**config.mk**
```make
export PLATFORM = sky130hd
export DESIGN_NAME = pixel_readout
export DESIGN_NICKNAME = d
export VERILOG_FILES = /design/src/rtl/sensor_pkg.sv /design/src/rtl/pixel_row_buffer.sv /design/src/rtl/pixel_readout.sv
export SDC_FILE = /design/constraint.sdc
export NUM_CORES = 1
export LEC_CHECK = 0
export CAP_MARGIN = 5
export CORE_ASPECT_RATIO = 1.2
export CORE_UTILIZATION = 44
export DETAILED_ROUTE_END_ITERATION = 10
export GPL_TIMING_DRIVEN = 0
export HOLD_SLACK_MARGIN = 0.12
export PLACE_DENSITY_LB_ADDON = 0.08
export SYNTH_ARGS = -nofsm -noshare
export SYNTH_HDL_FRONTEND = slang
export SYNTH_SLANG_ARGS = --single-unit
```
**constraint.sdc**
```tcl
create_clock -name clk -period 3.7 [get_ports clk]
set_input_delay 0.37 -clock clk [delete_from_list [all_inputs] [get_ports clk]]
set_output_delay 0.37 -clock clk [all_outputs]
set_load 0.02 [all_outputs]
```
**src/rtl/sensor_pkg.sv**
```systemverilog
// Shared sensor-side definitions: default pixel width and row-select helpers.
package sensor_pkg;

  localparam int unsigned PIXEL_BITS = 8;
  // Widest row-select vector the helper functions accept.
  localparam int unsigned MAX_ROWS   = 32;

  // Width of an index into n items (never below 1 bit).
  function automatic int unsigned row_idx_w(input int unsigned n);
    return (n > 1) ? $clog2(n) : 1;
  endfunction

  // True when exactly one bit of v is set.
  function automatic logic is_onehot(input logic [MAX_ROWS-1:0] v);
    return (v != '0) && ((v & (v - MAX_ROWS'(1))) == '0);
  endfunction

  // Index of the set bit of a one-hot vector (OR-reduction, result undefined otherwise).
  function automatic int unsigned onehot_to_index(input logic [MAX_ROWS-1:0] v);
    int unsigned idx;
    idx = 0;
    for (int unsigned i = 0; i < MAX_ROWS; i++) begin
      if (v[i]) idx = idx | i;
    end
    return idx;
  endfunction

endpackage

```
**src/rtl/pixel_row_buffer.sv**
```systemverilog
// Two-entry ping-pong row store.
//   clk, reset       : clock, synchronous active-high reset
//   push, push_data  : write an entry (caller guarantees !full_c or a same-cycle pop)
//   pop              : retire the entry at the read pointer (caller guarantees !empty_c)
//   rd_data_c        : entry at the read pointer
//   count            : occupancy 0..2
//   full_c, empty_c  : occupancy flags
module pixel_row_buffer #(
  parameter int unsigned ENTRY_W = 17
) (
  input  logic               clk,
  input  logic               reset,
  input  logic               push,
  input  logic [ENTRY_W-1:0] push_data,
  input  logic               pop,
  output logic [ENTRY_W-1:0] rd_data_c,
  output logic [1:0]         count,
  output logic               full_c,
  output logic               empty_c
);

  logic [ENTRY_W-1:0] mem_q [2];
  logic               wr_ptr_q;
  logic               rd_ptr_q;
  logic [1:0]         count_q;

  // Storage, pointers and occupancy; push into a full buffer overwrites the entry being popped.
  always_ff @(posedge clk) begin
    if (reset) begin
      for (int i = 0; i < 2; i++) mem_q[i] <= '0;
      wr_ptr_q <= 1'b0;
      rd_ptr_q <= 1'b0;
      count_q  <= 2'd0;
    end else begin
      if (push) mem_q[wr_ptr_q] <= push_data;
      wr_ptr_q <= wr_ptr_q ^ push;
      rd_ptr_q <= rd_ptr_q ^ pop;
      count_q  <= count_q + 2'(push) - 2'(pop);
    end
  end

  assign rd_data_c = mem_q[rd_ptr_q];
  assign count     = count_q;
  assign full_c    = (count_q == 2'd2);
  assign empty_c   = (count_q == 2'd0);

endmodule

```
**src/rtl/pixel_readout.sv**
```systemverilog
// Sensor read-phase receiver: detects the selected row, captures its column bus after it
// settles, buffers up to two rows and streams pixels over valid/ready with frame/line markers.
//   clk, reset      : clock, synchronous active-high reset
//   p_row_select    : one-hot row select (all-zero when idle)
//   p_data          : column bus, pixel c at [c*PIXEL_BITS +: PIXEL_BITS]
//   out_*           : pixel stream (data, valid, ready, row, first, eol, last)
//   overflow, short_row, onehot_err : sticky error flags
module pixel_readout #(
  parameter int unsigned PIXEL_ARRAY_HEIGHT = 2,
  parameter int unsigned PIXEL_ARRAY_WIDTH  = 2,
  parameter int unsigned PIXEL_BITS         = sensor_pkg::PIXEL_BITS,
  parameter int unsigned SETTLE_CYCLES      = 1
) (
  input  logic                                      clk,
  input  logic                                      reset,
  input  logic [PIXEL_ARRAY_HEIGHT-1:0]             p_row_select,
  input  logic [PIXEL_ARRAY_WIDTH*PIXEL_BITS-1:0]   p_data,
  output logic [PIXEL_BITS-1:0]                     out_data,
  output logic                                      out_valid,
  input  logic                                      out_ready,
  output logic [sensor_pkg::row_idx_w(PIXEL_ARRAY_HEIGHT)-1:0] out_row,
  output logic                                      out_first,
  output logic                                      out_eol,
  output logic                                      out_last,
  output logic                                      overflow,
  output logic                                      short_row,
  output logic                                      onehot_err
);

  import sensor_pkg::*;

  localparam int unsigned H  = PIXEL_ARRAY_HEIGHT;
  localparam int unsigned W  = PIXEL_ARRAY_WIDTH;
  localparam int unsigned PB = PIXEL_BITS;
  localparam int unsigned RW = row_idx_w(H);
  localparam int unsigned CW = row_idx_w(W);
  localparam int unsigned DW = W * PB;
  localparam int unsigned EW = DW + RW;
  localparam int unsigned SW = $clog2(SETTLE_CYCLES + 2);

  logic [H-1:0]  prev_sel_q;
  logic [SW-1:0] settle_q;
  logic          armed_q;
  logic [CW-1:0] col_q;
  logic          valid_q;
  logic          overflow_q;
  logic          short_row_q;
  logic          onehot_err_q;

  logic          sel_onehot_c;
  logic          sel_multi_c;
  logic          sel_changed_c;
  logic          new_row_c;
  logic          same_row_c;
  logic [SW-1:0] settle_eff_c;
  logic          capture_c;
  logic          short_c;

  logic          xfer_c;
  logic          last_col_c;
  logic          pop_c;
  logic          push_c;
  logic [EW-1:0] push_data_c;
  logic [EW-1:0] rd_data_c;
  logic [1:0]    buf_count;
  logic          full_c;
  logic          empty_c;
  logic [RW-1:0] row_c;
  logic [PB-1:0] pix_c;

  // Row detection: armed_q marks a selection that is still waiting for its capture.
  always_comb begin
    sel_onehot_c  = is_onehot(MAX_ROWS'(p_row_select));
    sel_multi_c   = (p_row_select != '0) && !sel_onehot_c;
    sel_changed_c = (p_row_select != prev_sel_q);
    new_row_c     = sel_onehot_c && sel_changed_c;
    same_row_c    = armed_q && !sel_changed_c;
    // The event cycle itself counts as settle step 0.
    settle_eff_c  = new_row_c ? '0 : settle_q;
    capture_c     = (new_row_c || same_row_c) && (settle_eff_c == SW'(SETTLE_CYCLES));
    short_c       = armed_q && sel_changed_c;
  end

  // Serializer handshake; a full buffer accepts a capture only alongside the final-pixel pop.
  always_comb begin
    last_col_c  = (col_q == CW'(W - 1));
    xfer_c      = valid_q && !empty_c && out_ready;
    pop_c       = xfer_c && last_col_c;
    push_c      = capture_c && (!full_c || pop_c);
    push_data_c = {RW'(onehot_to_index(MAX_ROWS'(p_row_select))), p_data};
  end

  always_ff @(posedge clk) begin
    if (reset) begin
      prev_sel_q   <= '0;
      settle_q     <= '0;
      armed_q      <= 1'b0;
      col_q        <= '0;
      valid_q      <= 1'b0;
      overflow_q   <= 1'b0;
      short_row_q  <= 1'b0;
      onehot_err_q <= 1'b0;
    end else begin
      prev_sel_q <= p_row_select;
      if (new_row_c || same_row_c) begin
        armed_q  <= !capture_c;
        settle_q <= capture_c ? settle_eff_c : settle_eff_c + SW'(1);
      end else begin
        armed_q  <= 1'b0;
      end
      if (xfer_c) col_q <= last_col_c ? '0 : col_q + CW'(1);
      // Mirrors the post-edge buffer occupancy.
      valid_q      <= push_c || (buf_count > 2'(pop_c));
      overflow_q   <= overflow_q   | (capture_c && !push_c);
      short_row_q  <= short_row_q  | short_c;
      onehot_err_q <= onehot_err_q | sel_multi_c;
    end
  end

  pixel_row_buffer #(
    .ENTRY_W (EW)
  ) u_buf (
    .clk       (clk),
    .reset     (reset),
    .push      (push_c),
    .push_data (push_data_c),
    .pop       (pop_c),
    .rd_data_c (rd_data_c),
    .count     (buf_count),
    .full_c    (full_c),
    .empty_c   (empty_c)
  );

  // Column select of the entry being read.
  always_comb begin
    pix_c = '0;
    for (int unsigned c = 0; c < W; c++) begin
      if (col_q == CW'(c)) pix_c = rd_data_c[c*PB +: PB];
    end
    row_c = rd_data_c[EW-1 -: RW];
  end

  // Outputs are forced to 0 while nothing is buffered.
  assign out_valid  = valid_q;
  assign out_data   = valid_q ? pix_c : '0;
  assign out_row    = valid_q ? row_c : '0;
  assign out_first  = valid_q && (row_c == '0) && (col_q == '0);
  assign out_eol    = valid_q && last_col_c;
  assign out_last   = valid_q && (row_c == RW'(H - 1)) && last_col_c;
  assign overflow   = overflow_q;
  assign short_row  = short_row_q;
  assign onehot_err = onehot_err_q;

endmodule

```
==> flow_metrics.py, run 1 <==
metrics = {
    "timing": {
        "tightestPinTransition_ns": 0.765,
        "max_freq_mhz": 300,
        "clk_skew_ns": 0.00556,
        "period_needed_ns": 3.33,
        "report.final.setup_viol": 0,
        "number_of_hold_violations_in_the_final_report": 0,
        "grt_setup_unrepaired": "false",
        "timing.final.max_slew_violations": 0,
        "period_share_pct": 90.0,
        "worst_slew_margin_rel_pct": 48.7,
    },
    "floorplan": {
        "start_util_pct": 45.8,
        "die_height_um": 80.3,
        "die_width_um": 67.2,
        "die-area_mm2": 0.00540,
        "core_region_area_mm2": 0.00490,
        "fp-row-count": 28,
        "i_o_pins": 37,
    },
    "setup_path": {
        "timing_worst_setup_path_type": "input pin to register",
        "critical_path.top_delay_family": "compound AO/OA/AOI/OAI gates",
        "path_cells": "clkdlybuf4s50_1 > xor2_1 > o21ai_1 > and2_1 > ha_1 > inv_1 > a211oi_1 > a21o_2",
        "crit_path_end_kind": "register",
        "timing.reg2reg.worst_path_depth": 7,
        "cpPeakStageDelay_ns": 0.63,
        "critical_path.startpoint_type": "input pin",
        "critical_path_peak_fanout": 17,
        "cp_data_arrival_time_ns": 3.28,
        "crit_cells": 8,
        "path_buf_inv": 2,
        "cp_slowest_cell": "o21ai_1",
        "worst-endpoint-required_ns": 3.65,
    },
    "global_routing": {
        "met1_usage_pct": 21.2,
        "antenna_found_initial": 0,
        "grt_overflow": 0,
        "met2_usage_pct": 28.6,
        "busiest_layer": "met2",
        "grt_util_all_layers_pct": 17.0,
        "maximum_number_of_pins_on_one_net_before_global_route_repair": 18,
        "via_count_of_the_first_global_routing_pass": 1326,
        "gr-usage-met3_pct": 3.41,
        "grt_first_pass_wirelength_mm": 6.52,
    },
    "pwr": {
        "power_density_mw_per_mm2": 382,
        "finalPower_uw": 1060,
        "vdd_drop_max_uv": 221,
        "power_leakage_uw": 0.00102,
    },
    "cts": {
        "cts.path.max_buffers": 2,
        "root_buffer": "clkbuf_8",
        "clock_tree_from_tritoncts": "done",
        "cts-hold-fix-buffers": 0,
        "clkTransAtPathRegs_ns": 0.08,
        "ctsHtreeMaxLevel": 2,
        "clock_latency_ns": 0.30,
        "cts_post_setup_buffers_inserted": 0,
        "total_clock_buffers_created_by_cts": 5,
        "cts_sinks": 48,
    },
    "status": {
        "status": "finished, final reports clean",
    },
    "synth": {
        "syn-mean-instance-area_um2": 13.3,
        "synth_xor_xnor_area_share_pct": 1.95,
        "synthDistinctLibCells": 33,
        "yosys_warnings": 0,
        "yosys-mux-area-fraction_pct": 8.46,
        "yosys.area_share.simple_pct": 17.7,
        "postSynthRegisterBits": 48,
        "synthesis.area_mm2": 0.00225,
        "post_synthesis_instance_total": 169,
        "syn-num-nets": 195,
        "ys_seq_area_share_pct": 57.9,
        "post_synth_fa_ha_maj_area_fraction_pct": 2.78,
        "synth_top_family_by_area": "simple AND/OR/NAND/NOR gates",
        "post_synthesis_compound_gate_area_fraction_pct": 7.68,
    },
    "route": {
        "route.vias.total": 1402,
        "viasPerCell": 5.14,
        "drt-initial-drc-count": 79,
        "drt-wirelength-per-cell_um": 15.2,
        "totalWireLength_mm": 4.15,
        "antenna_left": 0,
        "first_pass_detailed_route_iteration_total": 6,
        "drc": 0,
    },
    "worst_hold_path": {
        "holdPathStages": 2,
        "min_path_type": "register to register",
    },
    "job": {
        "cap_viol_max_count": 0,
    },
    "final_layout": {
        "multi_input_comb_area_um2": 868,
        "antennaDiodeCount": 0,
        "layout_nets": 238,
        "nFillCells": 423,
        "finalInstanceArea_mm2": 0.00278,
        "areaGrowthSynthToFinish_pct": 23.7,
        "register_area_mm2": 0.00130,
        "mostFrequentLayoutCell": "and2_1",
        "drive_above_1_share_pct": 11.3,
        "mostFrequentLayoutCells": "and2_1, clkdlybuf4s50_1, edfxtp_1",
    },
    "placement": {
        "placed_area_mm2": 0.00268,
        "dp_hpwl_mm": 2.87,
        "place.port_buffers": 36,
        "gp_congestion": 0.690,
    },
}
[path summary, 6_finish.rpt]
kind	startpoint	endpoint	slack [ns]
hold / removal	short_row	short_row	0.45
setup / recovery	p_row_select[1]	u_buf.mem_q[0][12]	0.37
hold reg to reg	short_row	short_row	0.45
setup reg to reg	prev_sel_q[1]	u_buf.mem_q[0][12]	0.66
[flip-flops by register name, indices dropped and copies added (netlist names)]
| register | cells |
|---|---|
| short_row | 1 |
| onehot_err | 1 |
| prev_sel_q | 2 |
| overflow | 1 |
| armed_q | 1 |
| u_buf.rd_ptr_q | 1 |
| u_buf.wr_ptr_q | 1 |
| u_buf.count | 2 |
| col_q | 1 |
| out_valid | 1 |
| settle_q | 2 |
| u_buf.mem_q | 34 |
[power breakdown]
group,internal [uW],switching [uW],leakage (uW)
combinational,60.1,63.7,0.000509
sequential,605,11.2,0.000466
clock,152,169,0.0000445
[what timing repair did]
action | CTS | global route
setup endpoints to repair | 0 | 34
resized for setup | 0 | 2
endpoints found under the hold margin | 0 | 0
[per-layer routing]
metal	up-vias	part of all wire [%]
li1	682	-
met1	688	43
met2	26	53
met3	6	3.3
met4	0	1.3
met5	-	0
[final cells by class]
cell class,count,share of cell area (%)
Timing Repair Buffer,36,13.0
Inverter,8,1.08
Tap cell,60,2.70
Clock inverter,1,0.270
Clock buffer,7,3.11
Multi-Input combinational cell,106,31.2
Buffer,7,1.80
Sequential cell,48,46.8
[tightest hold or removal path, stage by stage, from the launching register on]
cell	delay [ns]
dfxtp_1	0.32
inv_1	0.05
a21oi_1	0.05
[stage by stage]
step                setup TNS (ns)  setup slack, ns  std cells  utilization, %  hold WS (ns)
global placement             -1.01          -0.0337        265            54.7         0.446
global route                     0            0.115        273            56.7         0.494
CTS                              0            0.162        273            56.6         0.458
floorplan                        0            0.949        169               -         0.442
detailed placement           -4.51           -0.139        265            54.7         0.445
finish                           0            0.372        273            56.7         0.453
[kinds of logic (layout without fill, tap and decap cells)]
family / after synthesis / in the layout
adder cells (fa/ha/maj): 5 / 5
XOR/XNOR: 5 / 5
multiplexers: 9 / 9
AND/OR/NAND/NOR: 68 / 68
AO/OA/AOI/OAI: 19 / 19
buffers and inverters: 15 / 59
flip-flops: 48 / 48
[cell usage after synthesis]
cell / n / share of area, %
xnor2_1: 1 / 0.39
buf_6: 3 / 1.5
o21bai_1: 1 / 0.33
clkbuf_1: 3 / 0.50
o21ai_0: 2 / 0.45
o31a_1: 1 / 0.39
a21o_1: 2 / 0.67
inv_1: 8 / 1.3
and3b_1: 1 / 0.39
nor3_1: 2 / 0.45
nor2b_1: 5 / 1.4
and3_1: 1 / 0.28
o41ai_1: 1 / 0.39
mux2i_1: 1 / 0.45
ha_1: 5 / 2.8
buf_2: 1 / 0.22
xor2_1: 4 / 1.6
or3b_1: 1 / 0.39
a31o_2: 1 / 0.39
edfxtp_1: 34 / 45
o211ai_1: 1 / 0.33
nand2_1: 4 / 0.67
a211oi_1: 2 / 0.67
o21ai_1: 1 / 0.22
mux4_2: 8 / 8.0
a21oi_1: 3 / 0.67
dfxtp_1: 14 / 12
o31ai_1: 1 / 0.33
nor2_1: 8 / 1.3
o2111ai_1: 1 / 0.39
nand3_1: 1 / 0.22
and2_1: 45 / 13
a2111oi_4: 2 / 2.4
Power figures use the tool's default switching activity.
==> inputs of run 2 (changes only) <==
CTS_BUF_LIST = sky130_fd_sc_hd__clkbuf_4   (was default)
SYNTH_HIERARCHICAL = 1   (was default)
==> run 2 against run 1 <==
  * Core utilization is 0.21 points lower
  * Sequential power hardly changed
  * Register-to-register slack better by 0.45 ns
  * Final cell count is 5.9% higher
  * Die area is 3.0% higher
  * Combinational power is 12% higher
  * Worst setup slack better by 0.42 ns
  * Non-clock buffer count is 1 higher
  * Via count is 4.4% higher
  * Critical path type unchanged
  * Critical endpoint is now u_buf/mem_q[0][2]
==> flow_metrics.py, run 2 <==
metrics = {
    "timing": {
        "clk_skew_ns": 0.00698,
        "tightestPinTransition_ns": 0.734,
        "grt_setup_unrepaired": "false",
        "max_freq_mhz": 344,
        "period_needed_ns": 2.90,
        "totalNegativeSetupSlack_ns": 0,
        "report.final.setup_viol": 0,
        "worst_slew_margin_rel_pct": 51.1,
        "timing.final.max_slew_violations": 0,
        "number_of_hold_violations_in_the_final_report": 0,
        "period_share_pct": 78.5,
    },
    "pwr": {
        "vdd_drop_max_uv": 177,
        "power_density_mw_per_mm2": 374,
        "power_leakage_uw": 0.00107,
        "finalPower_uw": 1060,
    },
    "cts": {
        "cts.path.max_buffers": 2,
        "postCtsResizedCells": 0,
        "clock_latency_ns": 0.36,
        "cts_sinks": 48,
        "clock_tree_from_tritoncts": "done",
        "total_clock_buffers_created_by_cts": 5,
        "root_buffer": "clkbuf_4",
        "cts_post_setup_buffers_inserted": 0,
        "clkTransAtPathRegs_ns": 0.13,
        "ctsHtreeMaxLevel": 2,
        "cts-hold-fix-buffers": 0,
    },
    "placement": {
        "place.port_buffers": 36,
        "dp_hpwl_mm": 3.10,
        "gp_congestion": 0.688,
    },
    "final_layout": {
        "antennaDiodeCount": 0,
        "drive_above_1_share_pct": 10.9,
        "mostFrequentLayoutCells": "and2_1, clkdlybuf4s50_1, edfxtp_1",
        "layout_nets": 254,
        "register_area_mm2": 0.00130,
        "register_bank_with_the_most_flops": "u_buf/mem_q",
        "multi_input_comb_area_um2": 946,
        "largest_register_ffs": 34,
        "areaGrowthSynthToFinish_pct": 22.0,
        "nFillCells": 434,
    },
    "status": {
        "status": "finished, final reports clean",
    },
    "floorplan": {
        "die_width_um": 68.2,
        "die-area_mm2": 0.00556,
        "core_region_area_mm2": 0.00501,
        "die_height_um": 81.5,
        "i_o_pins": 37,
        "fp-row-count": 28,
        "start_util_pct": 46.3,
    },
    "global_routing": {
        "via_count_of_the_first_global_routing_pass": 1473,
        "maximum_number_of_pins_on_one_net_before_global_route_repair": 18,
        "grt_overflow": 0,
        "grt_util_all_layers_pct": 17.0,
        "grt_first_pass_wirelength_mm": 6.78,
        "antenna_found_initial": 0,
    },
    "synth": {
        "postSynthRegisterBits": 48,
        "post_synthesis_instance_total": 185,
        "synth_top_cell_area_share_pct": 44.1,
        "synthesis.area_mm2": 0.00232,
        "synth-async-reset-ratio_pct": 0,
        "ys_seq_area_share_pct": 56.2,
        "synth_top_area_cell": "edfxtp_1",
        "syn-mean-instance-area_um2": 12.5,
        "yosys_warnings": 6,
        "most_repeated_cell_in_the_gate_level_netlist_after_synthesis": "and2_1",
        "primary_ff_master_synth": "edfxtp_1",
        "synthDistinctLibCells": 34,
        "synth_edf_count": 34,
        "top_post_synthesis_cells_by_count": "and2_1, edfxtp_1, dfxtp_1",
        "syn-num-nets": 211,
        "synth.top_cells.by_area": "edfxtp_1, dfxtp_1, and2_1",
    },
    "job": {
        "cap_viol_max_count": 0,
    },
    "setup_path": {
        "worst-endpoint-required_ns": 3.93,
        "cpPeakStageDelay_ns": 0.50,
        "critical_path_peak_fanout": 10,
        "crit_path_end_kind": "register",
        "cp_data_arrival_time_ns": 3.13,
        "timing_worst_setup_path_type": "input pin to register",
        "path_buf_inv": 2,
        "cp_slowest_cell": "nor3b_2",
        "timing.critical_path.mode_cell": "ha_1",
        "critical_path.startpoint_type": "input pin",
        "critical_path.top_delay_family": "simple AND/OR/NAND/NOR gates",
        "path_cells": "clkdlybuf4s50_1 > ha_1 > a21bo_2 > nand2_1 > ha_1 > and3b_1 > nor3b_2 > buf_2 > and2_1",
    },
    "route": {
        "antenna_left": 0,
        "first_pass_detailed_route_iteration_total": 4,
        "drc": 0,
        "met2WireLength_mm": 2.24,
        "totalWireLength_mm": 4.35,
        "viasPerCell": 5.07,
        "drt-wirelength-per-cell_um": 15.1,
        "met3_wirelength_um": 164,
        "drt-initial-drc-count": 59,
        "max_layer_used": "met4",
        "drt-met1-wl_mm": 1.89,
        "route.vias.total": 1464,
    },
    "worst_hold_path": {
        "min_path_type": "register to register",
    },
}
==> run 2: cell count changes after synthesis, moves of 3 or more <==
cell | previous run | this run
mux2_2 | 0 | 8
mux2i_1 | 1 | 8
buf_2 | 1 | 5
xor2_1 | 4 | 1
and2_1 | 45 | 36
xnor2_1 | 1 | 4
nor2b_1 | 5 | 13
mux4_2 | 8 | 0
mux2_1 | 0 | 9
==> run 2: worst min-delay path, delay by kind of cell (launching register included) <==
kind,cells,cell delay [ns]
AOI/OAI and AO/OA,1,0.06
DFF,1,0.34
buffers and inverters,1,0.05
==> run 2: metrics by stage <==
stage	cells	worst slack [ns]	cell area, um^2	hold slack (ns)	util, %
6_report	289	0.795	2830	0.480	56.4
5_1_grt	289	0.654	2830	0.524	56.4
4_1_cts	289	0.792	2830	0.487	56.4
3_5_place_dp	281	0.424	2750	0.461	54.9
3_3_place_gp	281	0.551	2750	0.443	54.9
2_1_floorplan	185	1.42	2320	0.442	-
==> run 2: cell type report <==
| type | count | area share [%] |
|---|---|---|
| plain buffers | 8 | 1.55 |
| clock buffers | 5 | 1.33 |
| clock inverters | 3 | 1.33 |
| inverters | 7 | 0.929 |
| multi-input cells | 122 | 33.5 |
| flip-flops and latches | 48 | 46.0 |
| well taps | 60 | 2.65 |
| repair buffers | 36 | 12.7 |
==> run 2: cell families (layout without fill, tap and decap cells) <==
group | after synthesis | after routing | synth area share [%]
AO/OA/AOI/OAI | 11 | 11 | 3.83
XOR/XNOR | 6 | 6 | 2.86
adder cells (fa/ha/maj) | 5 | 5 | 2.70
buffers and inverters | 15 | 59 | 3.02
flip-flops | 48 | 48 | 56.2
multiplexers | 26 | 26 | 12.3
AND/OR/NAND/NOR | 74 | 74 | 19.1
==> run 2: worst paths after layout <==
check	startpoint	to	slack, ns	cells after the start
setup reg to reg	prev_sel_q[0]	u_buf/mem_q[0][2]	1.11	8
hold / removal	overflow	overflow	0.48	2
setup / recovery	p_row_select[1]	u_buf/mem_q[0][2]	0.80	9
hold reg to reg	overflow	overflow	0.48	2
==> run 2: routing by layer <==
metal	up-vias	GRT usage, %
met5	-	0
met4	0	5.00
met3	5	4.03
met2	28	29.5
met1	707	20.4
li1	724	-
==> run 2: power by group <==
part	total (uW)	internal, uW	leakage, uW	switching (uW)
logic	139	70.4	0.000563	68.4
clock network	300	138	0.0000403	162
registers	619	607	0.000467	12.4
total	1060	815	0.00107	243
==> inputs of run 3 (changes only) <==
clock period = 2.4 ns   (was 3.7 ns; I/O delays follow)
==> run 3 against run 2 <==
  * First-iteration DRC count grew 1.7%
  * Clock-buffer cell count is the same
  * Non-clock buffer count grew 3
  * Global-route usage grew 0.17 points
==> flow_metrics.py, run 3 (same netlist as run 2, synthesis figures left out) <==
metrics = {
    "status": {
        "status": "finished, final reports clean",
    },
    "worst_hold_path": {
        "holdPathStages": 2,
        "worstHoldStart": "p_row_select[1]",
        "hold-path-endpoint": "prev_sel_q[1]",
        "min_path_type": "input pin to register",
    },
    "global_routing": {
        "grt_overflow": 0,
        "maximum_number_of_pins_on_one_net_before_global_route_repair": 18,
        "grt_util_all_layers_pct": 17.1,
        "antenna_found_initial": 0,
        "via_count_of_the_first_global_routing_pass": 1479,
        "grt_first_pass_wirelength_mm": 6.84,
    },
    "route": {
        "met2WireLength_mm": 2.29,
        "drc": 0,
        "route.vias.total": 1491,
        "max_layer_used": "met4",
        "drt-initial-drc-count": 60,
        "first_pass_detailed_route_iteration_total": 4,
        "met3_wirelength_um": 189,
        "viasPerCell": 5.11,
        "drt-met1-wl_mm": 1.95,
        "antenna_left": 0,
        "totalWireLength_mm": 4.48,
        "drt-wirelength-per-cell_um": 15.3,
    },
    "cts": {
        "root_buffer": "clkbuf_4",
        "cts.path.max_buffers": 2,
        "ctsHtreeMaxLevel": 2,
        "cts_sinks": 48,
        "total_clock_buffers_created_by_cts": 5,
        "clock_latency_ns": 0.36,
        "clkTransAtPathRegs_ns": 0.13,
        "clock_tree_from_tritoncts": "done",
    },
    "pwr": {
        "power_density_mw_per_mm2": 566,
        "power.internal_uw": 1270,
        "power.switching_uw": 383,
        "seq_power_share_pct": 57.9,
        "power_leakage_uw": 0.00123,
        "clock_power_share_pct": 28.3,
        "power_switching_share_pct": 23.2,
        "power_frac_comb_pct": 13.8,
        "vdd_drop_max_uv": 276,
    },
    "floorplan": {
        "die_height_um": 81.5,
        "start_util_pct": 46.3,
        "fp-row-count": 28,
        "i_o_pins": 37,
        "core_region_area_mm2": 0.00501,
        "die-area_mm2": 0.00556,
        "die_width_um": 68.2,
    },
    "setup_path": {
        "critical_path_peak_fanout": 10,
        "timing.reg2reg.worst_path_depth": 9,
        "r2r_setup_slack_ns": 0.20,
        "critical_path.startpoint_type": "input pin",
        "crit-reg2reg-capture": "u_buf/mem_q[1][8]",
        "cpPeakStageDelay_ns": 0.57,
        "critical_path.top_delay_family": "buffers and inverters",
        "cp_data_arrival_time_ns": 2.46,
        "path_buf_inv": 3,
        "worst-endpoint-required_ns": 2.52,
        "cp_slowest_cell": "clkdlybuf4s50_1",
        "timing.rr.start": "prev_sel_q[0]",
        "path_cells": "clkdlybuf4s50_1 > ha_4 > a21bo_2 > nand2_1 > ha_2 > and3b_2 > and3b_1 > buf_2 > buf_6 > and2_1",
        "crit_path_end_kind": "register",
        "timing_worst_setup_path_type": "input pin to register",
    },
    "final_layout": {
        "register_bank_with_the_most_flops": "u_buf/mem_q",
        "largest_register_ffs": 34,
        "register_area_mm2": 0.00130,
        "layout.core_utilization_pct": 58.2,
        "layout_nets": 257,
        "finalInstanceArea_mm2": 0.00292,
        "nFillCells": 422,
        "mostFrequentLayoutCells": "and2_1, edfxtp_1, clkdlybuf4s50_1",
        "drive_above_1_share_pct": 15.1,
        "multi_input_comb_area_um2": 987,
        "antennaDiodeCount": 0,
        "mostFrequentLayoutCell": "and2_1",
        "areaGrowthSynthToFinish_pct": 25.9,
    },
    "placement": {
        "dp_hpwl_mm": 3.10,
        "gp_congestion": 0.688,
        "place.port_buffers": 36,
        "placed_area_mm2": 0.00275,
    },
    "timing": {
        "worst_slew_margin_rel_pct": 70.0,
        "period_share_pct": 97.4,
        "period_needed_ns": 2.34,
        "number_of_hold_violations_in_the_final_report": 0,
        "max_freq_mhz": 428,
        "timing.final.max_slew_violations": 0,
        "report.final.setup_viol": 0,
        "clk_skew_ns": 0.00719,
        "tightestPinTransition_ns": 0.450,
    },
    "job": {
        "cap_viol_max_count": 0,
    },
}
## run 3: per-layer routing
layer,vias up,track usage (%)
met5,-,0
met4,0,5.00
met3,5,4.03
met2,34,29.8
met1,724,20.7
li1,728,-
## run 3: repair_timing
action | in CTS | in global routing
buffers inserted | 1 | 2
pin swaps | 1 | 1
endpoints found under the setup margin | 69 | 73
gates cloned | 0 | 0
hold buffers | 0 | 0
resized for setup | 10 | 15
## run 3: worst max-delay path by stage
stage,start,end,cells after the start
4_1_cts,u_buf/rd_ptr_q,out_data[7],6
6_report,p_row_select[0],u_buf/mem_q[1][8],10
2_1_floorplan,p_row_select[0],u_buf/mem_q[0][0],6
3_3_place_gp,p_row_select[1],u_buf/mem_q[0][2],9
5_1_grt,p_row_select[0],u_buf/mem_q[1][10],10
3_5_place_dp,p_row_select[1],u_buf/mem_q[0][2],9
## run 3: power by group through the flow
stage	combinational (uW)	sequential, uW	clock, uW
global route	250	960	507
floorplan	122	973	0
global placement	210	971	0
finish	228	956	467
detailed placement	216	974	0
CTS	219	955	481
## run 3: layout make-up
type                            instances  share of cell area, %
Buffer                                  8                   1.93
Clock inverter                          3                   1.29
Sequential cell                        48                   44.6
Timing Repair Buffer                   39                   13.6
Inverter                                7                  0.901
Tap cell                               60                   2.57
Clock buffer                            5                   1.29
Multi-Input combinational cell        122                   33.8
## run 3: metrics by stage
step	TNS [ns]	setup slack (ns)	total power [uW]	hold WS, ns	instances
6_report	0	0.0630	1650	0.276	292
4_1_cts	0	0.000379	1660	0.487	290
3_5_place_dp	-38.98	-0.746	1190	0.461	281
3_3_place_gp	-34.71	-0.619	1180	0.443	281
5_1_grt	-0.475	-0.0499	1720	0.275	292
2_1_floorplan	0	0.253	1090	0.312	185
